==> src/rtl/key_stream_loader_pkg.sv <==
// Shared definitions for the key stream loader.
//   - FSM state encodings (NO_KEY, LOADING, KEY_READY)
//   - default word width and key slot count
//   - slot_lsb(): bit offset of a key slot inside the flattened key
package key_stream_loader_pkg;

    localparam int unsigned DefaultDataW    = 32;
    localparam int unsigned DefaultNumWords = 4;

    localparam logic [1:0] StNoKey    = 2'd0;
    localparam logic [1:0] StLoading  = 2'd1;
    localparam logic [1:0] StKeyReady = 2'd2;

    // Slot i occupies key[slot_lsb(i, w) +: w].
    function automatic int unsigned slot_lsb(input int unsigned slot, input int unsigned width);
        return slot * width;
    endfunction

endpackage

==> src/rtl/key_slot_bank.sv <==
// NUM_WORDS x DATA_W key register array.
//   clk, rst : clock, asynchronous active-high reset (clears all slots)
//   we       : write enable for slot idx
//   idx      : slot to write
//   wdata    : word written into slot idx
//   key      : flattened key, slot i at bits [i*DATA_W +: DATA_W]
module key_slot_bank
    import key_stream_loader_pkg::*;
#(
    parameter int unsigned DATA_W    = DefaultDataW,
    parameter int unsigned NUM_WORDS = DefaultNumWords,
    parameter int unsigned IDX_W     = 2
) (
    input  logic                        clk,
    input  logic                        rst,
    input  logic                        we,
    input  logic [IDX_W-1:0]            idx,
    input  logic [DATA_W-1:0]           wdata,
    output logic [DATA_W*NUM_WORDS-1:0] key
);

    logic [DATA_W-1:0] slot_q [NUM_WORDS];

    always_ff @(posedge clk or posedge rst) begin
        if (rst) begin
            for (int i = 0; i < int'(NUM_WORDS); i++) begin
                slot_q[i] <= '0;
            end
        end else begin
            for (int i = 0; i < int'(NUM_WORDS); i++) begin
                if (we && (idx == IDX_W'(i))) begin
                    slot_q[i] <= wdata;
                end
            end
        end
    end

    for (genvar g = 0; g < int'(NUM_WORDS); g++) begin : g_pack
        assign key[slot_lsb(g, DATA_W) +: DATA_W] = slot_q[g];
    end

endmodule

==> src/rtl/key_stream_loader.sv <==
// Front-end demux between the input word stream and the crypto core.
// Key words (key_config=1) fill the key slot bank; data words (key_config=0)
// pass through a one-deep output register, but only while a full key is held.
//   clk, rst   : clock, asynchronous active-high reset
//   in_valid   : input word present
//   key_config : 1 = key material, 0 = data
//   in_data    : input word
//   in_ready   : word accepted when in_valid & in_ready at a clk edge
//   out_valid  : output register holds a data word
//   out_data   : registered data word
//   out_ready  : downstream accepts out_data
//   key        : assembled key
//   key_valid  : complete key held
//   key_idx    : next slot to be written
//   key_err    : one-cycle pulse when a data word aborts a partial load
module key_stream_loader
    import key_stream_loader_pkg::*;
#(
    parameter int unsigned DATA_W    = DefaultDataW,
    parameter int unsigned NUM_WORDS = DefaultNumWords,
    parameter int unsigned IDX_W     = 2
) (
    input  logic                        clk,
    input  logic                        rst,
    input  logic                        in_valid,
    input  logic                        key_config,
    input  logic [DATA_W-1:0]           in_data,
    output logic                        in_ready,
    output logic                        out_valid,
    output logic [DATA_W-1:0]           out_data,
    input  logic                        out_ready,
    output logic [DATA_W*NUM_WORDS-1:0] key,
    output logic                        key_valid,
    output logic [IDX_W-1:0]            key_idx,
    output logic                        key_err
);

    logic [1:0]        state_q, state_d;
    logic [IDX_W-1:0]  key_idx_q, key_idx_d;
    logic              key_err_q;
    logic              out_valid_q, out_valid_d;
    logic [DATA_W-1:0] out_data_q, out_data_d;

    logic key_we;
    logic data_ready;
    logic data_acc;
    logic abort;
    logic last_slot;

    always_comb begin
        data_ready = (state_q == StKeyReady) && (!out_valid_q || out_ready);
        in_ready   = key_config || data_ready;
        key_we     = in_valid && key_config;
        data_acc   = in_valid && !key_config && data_ready;
        // A data word during a partial load aborts it; the word itself stalls.
        abort      = in_valid && !key_config && (state_q == StLoading);
        last_slot  = (key_idx_q == IDX_W'(NUM_WORDS - 1));
    end

    always_comb begin
        state_d   = state_q;
        key_idx_d = key_idx_q;
        if (state_q == 2'd3) begin
            state_d = StNoKey;
        end
        if (key_we) begin
            // From KEY_READY key_idx_q is already 0, so a reload starts at slot 0.
            if (last_slot) begin
                key_idx_d = '0;
                state_d   = StKeyReady;
            end else begin
                key_idx_d = key_idx_q + 1'b1;
                state_d   = StLoading;
            end
        end else if (abort) begin
            key_idx_d = '0;
            state_d   = StNoKey;
        end
    end

    // Output register is independent of the key FSM so a pending word drains
    // even while a reload is in progress.
    always_comb begin
        out_valid_d = out_valid_q;
        out_data_d  = out_data_q;
        if (data_acc) begin
            out_valid_d = 1'b1;
            out_data_d  = in_data;
        end else if (out_ready) begin
            out_valid_d = 1'b0;
        end
    end

    always_ff @(posedge clk or posedge rst) begin
        if (rst) begin
            state_q     <= StNoKey;
            key_idx_q   <= '0;
            key_err_q   <= 1'b0;
            out_valid_q <= 1'b0;
            out_data_q  <= '0;
        end else begin
            state_q     <= state_d;
            key_idx_q   <= key_idx_d;
            key_err_q   <= abort;
            out_valid_q <= out_valid_d;
            out_data_q  <= out_data_d;
        end
    end

    key_slot_bank #(
        .DATA_W    (DATA_W),
        .NUM_WORDS (NUM_WORDS),
        .IDX_W     (IDX_W)
    ) u_key_slot_bank (
        .clk   (clk),
        .rst   (rst),
        .we    (key_we),
        .idx   (key_idx_q),
        .wdata (in_data),
        .key   (key)
    );

    assign key_valid = (state_q == StKeyReady);
    assign key_idx   = key_idx_q;
    assign key_err   = key_err_q;
    assign out_valid = out_valid_q;
    assign out_data  = out_data_q;

endmodule

==> config.mk <==
export PLATFORM = sky130hd
export DESIGN_NAME = key_stream_loader
export DESIGN_NICKNAME = d
export VERILOG_FILES = /design/src/rtl/key_stream_loader_pkg.sv /design/src/rtl/key_slot_bank.sv /design/src/rtl/key_stream_loader.sv
export SDC_FILE = /design/constraint.sdc
export NUM_CORES = 1
export LEC_CHECK = 0
export ABC_CLOCK_PERIOD_IN_PS = 6200
export CAP_MARGIN = 20
export CORE_MARGIN = 3
export CORE_UTILIZATION = 25
export CTS_BUF_LIST = sky130_fd_sc_hd__clkbuf_4
export DETAILED_ROUTE_END_ITERATION = 10
export PLACE_DENSITY = 0.6
export SLEW_MARGIN = 25
export SYNTH_ARGS = -nofsm -noshare
export SYNTH_HDL_FRONTEND = slang
export SYNTH_HIERARCHICAL = 1
export SYNTH_SLANG_ARGS = --single-unit
==> constraint.sdc <==
create_clock -name clk -period 6.2 [get_ports clk]
set_input_delay 1.24 -clock clk [delete_from_list [all_inputs] [get_ports clk]]
set_output_delay 1.24 -clock clk [all_outputs]
set_load 0.05 [all_outputs]
# After elaboration in Yosys (flattened, before gate mapping)
# Cells that the tools add are included.
# op_classes
add_sub_neg	1
mul	0
div_mod_pow	0
magnitude_cmp	0
eq_ne	6
n_shift	0
mux	9
bitwise_logic	0
reduce_logical	17
# ops
op	count
two-way mux 2 bit	7
logical AND 1 bit	9
== test 2 bit, second input constant	4
== test 2 x 1 -> 1 bit, second input constant	2
nonzero test 2 bit	2
nonzero test 3 bit	1
adder 2 x 1 -> 2 bit, second input constant	1
zero test 1 bit	2
zero test 2 bit	1
logical OR 1 bit	2
two-way mux 1 bit	2
# totals
reg_bits	166
latch_bits	0
ram_bits	0
mem_bits_ro	0
in_bits	37
output_inout_bits	166
wordCells	42
n_memories	0

# Depth between registers and ports, before layout
# depth
depth_word	5
depth_mapped	5
ltp_nobuf	4

# Hierarchy
# Netlist, hierarchy kept.
# by_module_without_submodules
module	n_inst	cells_per_inst	area_each_um2	seq_area_each_um2
key_slot_bank	1	273	4748.3	3203.1
key_stream_loader	1	91	1587.8	950.9

# Worst setup path before layout
# No wires, ideal clock.
# synth_timing
path_kind	input port to output port
start	input out_ready
end	output in_ready
arrival_ns	1.802
required_time_ns	4.960
path_slack_ns	3.158
cell_stages	2
n_path_buf	0
path_cell_list	nand2b_1 a21o_1
# synth_via
elab_chain_cells	3
# synth_rtl
element	line	rtl
start, declared	key_stream_loader.sv:31	input logic out_ready,
logical OR 1 bit	key_stream_loader.sv:51	data_ready = (state_q == StKeyReady) && (!out_valid_q || out_ready);
logical AND 1 bit	key_stream_loader.sv:51	
logical OR 1 bit	key_stream_loader.sv:52	in_ready = key_config || data_ready;
end, declared	key_stream_loader.sv:28	output logic in_ready,
# No other way between the ends.

# Worst setup path in the final report
# Ends and elaborated chain as after synthesis.

==> results.yml <==
outcome:
  outcome: "completed"
clock_network:
  htreeDepth: 4
  cts_tree: "done"
  cts.clk_slew.worst_paths_ps: 150
  clock_sinks: 166
  clockRootBuffer: "clkbuf_4"
  cts_setup_buffers: 0
  numCtsBuffers: 17
  postCtsHoldBufs: 0
  insertion_delay_ps: 520
  clockBufferDepth: 2
  cts-resized-gates: 0
routing:
  first_pass_iters: 5
  ant_nets: 0
  routedWlPerCell_um: 17.7
  drcViolationCount: 0
  vias: 3864
  drtIter0Drc: 113
  routed_wl_um: 16200
  via_per_inst: 4.22
sta:
  finalCriticalPeriod_ps: 4050
  setup_tns_ps: 0
  relSlewSlack_pct: 34.6
  setup-violations-final: 0
  rsz0062_at_grt: "false"
  hold_viol_final: 0
  maxSlewViolCount: 0
  skew_ps: 11.6
  fin_crit_sh_pct: 65.3
  worst_pin_slew_ps: 981
  max_freq_mhz: 247
worst_hold_path:
  holdPathStages: 1
  hp-class: "reg -> reg"
place:
  numPortBuffers: 202
  hpwlAfterDp_um: 11500
  gp_congestion: 0.762
floorplanning:
  coreArea_mm2: 0.0246
  ios: 203
  initial_core_util_pct: 25.8
  die_w_um: 165
  dieArea_mm2: 0.0273
  die_h_um: 165
  num_rows: 57
synthesis:
  avgSynthCellArea_um2: 17.4
  ys_warn_count: 6
  synth-seq-area-share_pct: 65.6
  syn-num-nets: 402
  ys_ff_latch: 166
  syn_area_mm2: 0.00634
  synth.distinct_cells: 22
  synthCells: 364
critical_path:
  arrival_ps: 2810
  critPathKind: "in -> out"
  cp-start-kind: "input pin"
  worstPathMaxFanout: 3
  crit_required_ps: 4960
  endpoint_kind: "output port"
  r2r_cells: 3
cells_and_area:
  layout_common_cells: "202 x clkdlybuf4s50_1, 166 x dfrtp_1, 130 x mux2_2"
  n_antenna_cell: 0
  fin_nets: 616
  syn_to_final_growth_pct: 42.7
  multiInputGateArea_mm2: 0.00208
  layout_commonest_cell: "clkdlybuf4s50_1"
  fill_cells: 2326
  seq_area_mm2: 0.00415
  drive_gt1_share_pct: 34.7
grt:
  grt.overflow.total: 0
  grt_pass1_wl_um: 24900
  grt_pass1_vias: 4302
  antenna_found_initial: 0
  grt_max_degree: 47
  track_usage_pct: 12.0
run:
  timing.max_cap.violations: 0
## synth_stat cells (all sizes together)
| master | count | share of area, % |
|---|---|---|
| mux2 | 161 | 30 |
| or3 | 1 | 0.099 |
| o32ai | 1 | 0.14 |
| nand3 | 1 | 0.079 |
| o21ai | 1 | 0.079 |
| nand2 | 4 | 0.24 |
| nand2b | 1 | 0.099 |
| nor4b | 1 | 0.14 |
| o2bb2ai | 1 | 0.14 |
| nor3b | 1 | 0.20 |
| inv | 4 | 0.24 |
| a21o | 1 | 0.12 |
| nand4b | 1 | 0.38 |
| buf | 15 | 1.6 |
| and2b | 1 | 0.14 |
| dfrtp | 166 | 66 |
| nand3b | 2 | 0.24 |
| ha | 1 | 0.20 |
## logic make-up (layout without fill, tap and decap cells)
group / count (synthesis) / in the layout / synth area share, %
simple gates: 13 / 13 / 1.60
mux: 161 / 161 / 30.3
buf+inv: 19 / 246 / 1.84
compound gates: 4 / 4 / 0.474
flops: 166 / 166 / 65.6
fa+ha+maj: 1 / 1 / 0.197
## registers in the layout, indices dropped and copies added, names as in the netlist
name,flops
state_q,2
out_valid,1
out_data,32
key_idx,2
key_err,1
u_key_slot_bank/key,128
## routing by layer
| metal | part of all wire [%] | routed length [um] | global-route usage [%] | up-vias |
|---|---|---|---|---|
| li1 | - | - | - | 1726 |
| met1 | 42 | 6760 | 14.3 | 2007 |
| met2 | 49 | 7930 | 20.1 | 123 |
| met3 | 8.4 | 1360 | 5.01 | 8 |
| met4 | 0.70 | 113 | 2.74 | 0 |
| met5 | 0 | 0 | 0 | - |
## layout make-up
| cell class | count | share of cell area [%] |
|---|---|---|
| Inverter | 4 | 0.208 |
| Clock buffer | 17 | 1.41 |
| Timing Repair Buffer | 210 | 23.2 |
| Tap cell | 324 | 4.48 |
| Clock inverter | 15 | 1.74 |
| Sequential cell | 166 | 45.9 |
| Multi-Input combinational cell | 179 | 23.1 |
## worst max-delay path, stage by stage
cell             delay (ps)
clkdlybuf4s50_1         450
nand2b_1                180
a21o_1                  140
clkdlybuf4s50_1         800
## metrics by stage
step	hold WS [ps]	setup slack (ps)	instance area, um^2	util, %	cells
2_1_floorplan	446	1550	6340	-	364
3_3_place_gp	468	2140	8710	35.4	880
3_5_place_dp	476	2120	8740	35.5	882
4_1_cts	500	2150	9030	36.7	914
5_1_grt	538	2090	9040	36.7	915
6_report	501	2150	9040	36.7	915
## path summary, 6_finish.rpt
check	start	endpoint	slack, ps
worst max register to register	state_q[0]	out_data[4]	4040
max in group asynchronous	rst	u_key_slot_bank/key[50]	4020
worst max-delay path	out_ready	in_ready	2150
worst min-delay path	state_q[1]	state_q[0]	500
worst min register to register	state_q[1]	state_q[0]	500
min in group asynchronous	rst	u_key_slot_bank/key[107]	1170
Power is not shown: default switching activity piles up to over one toggle a cycle in this logic, so the estimate is an artifact.
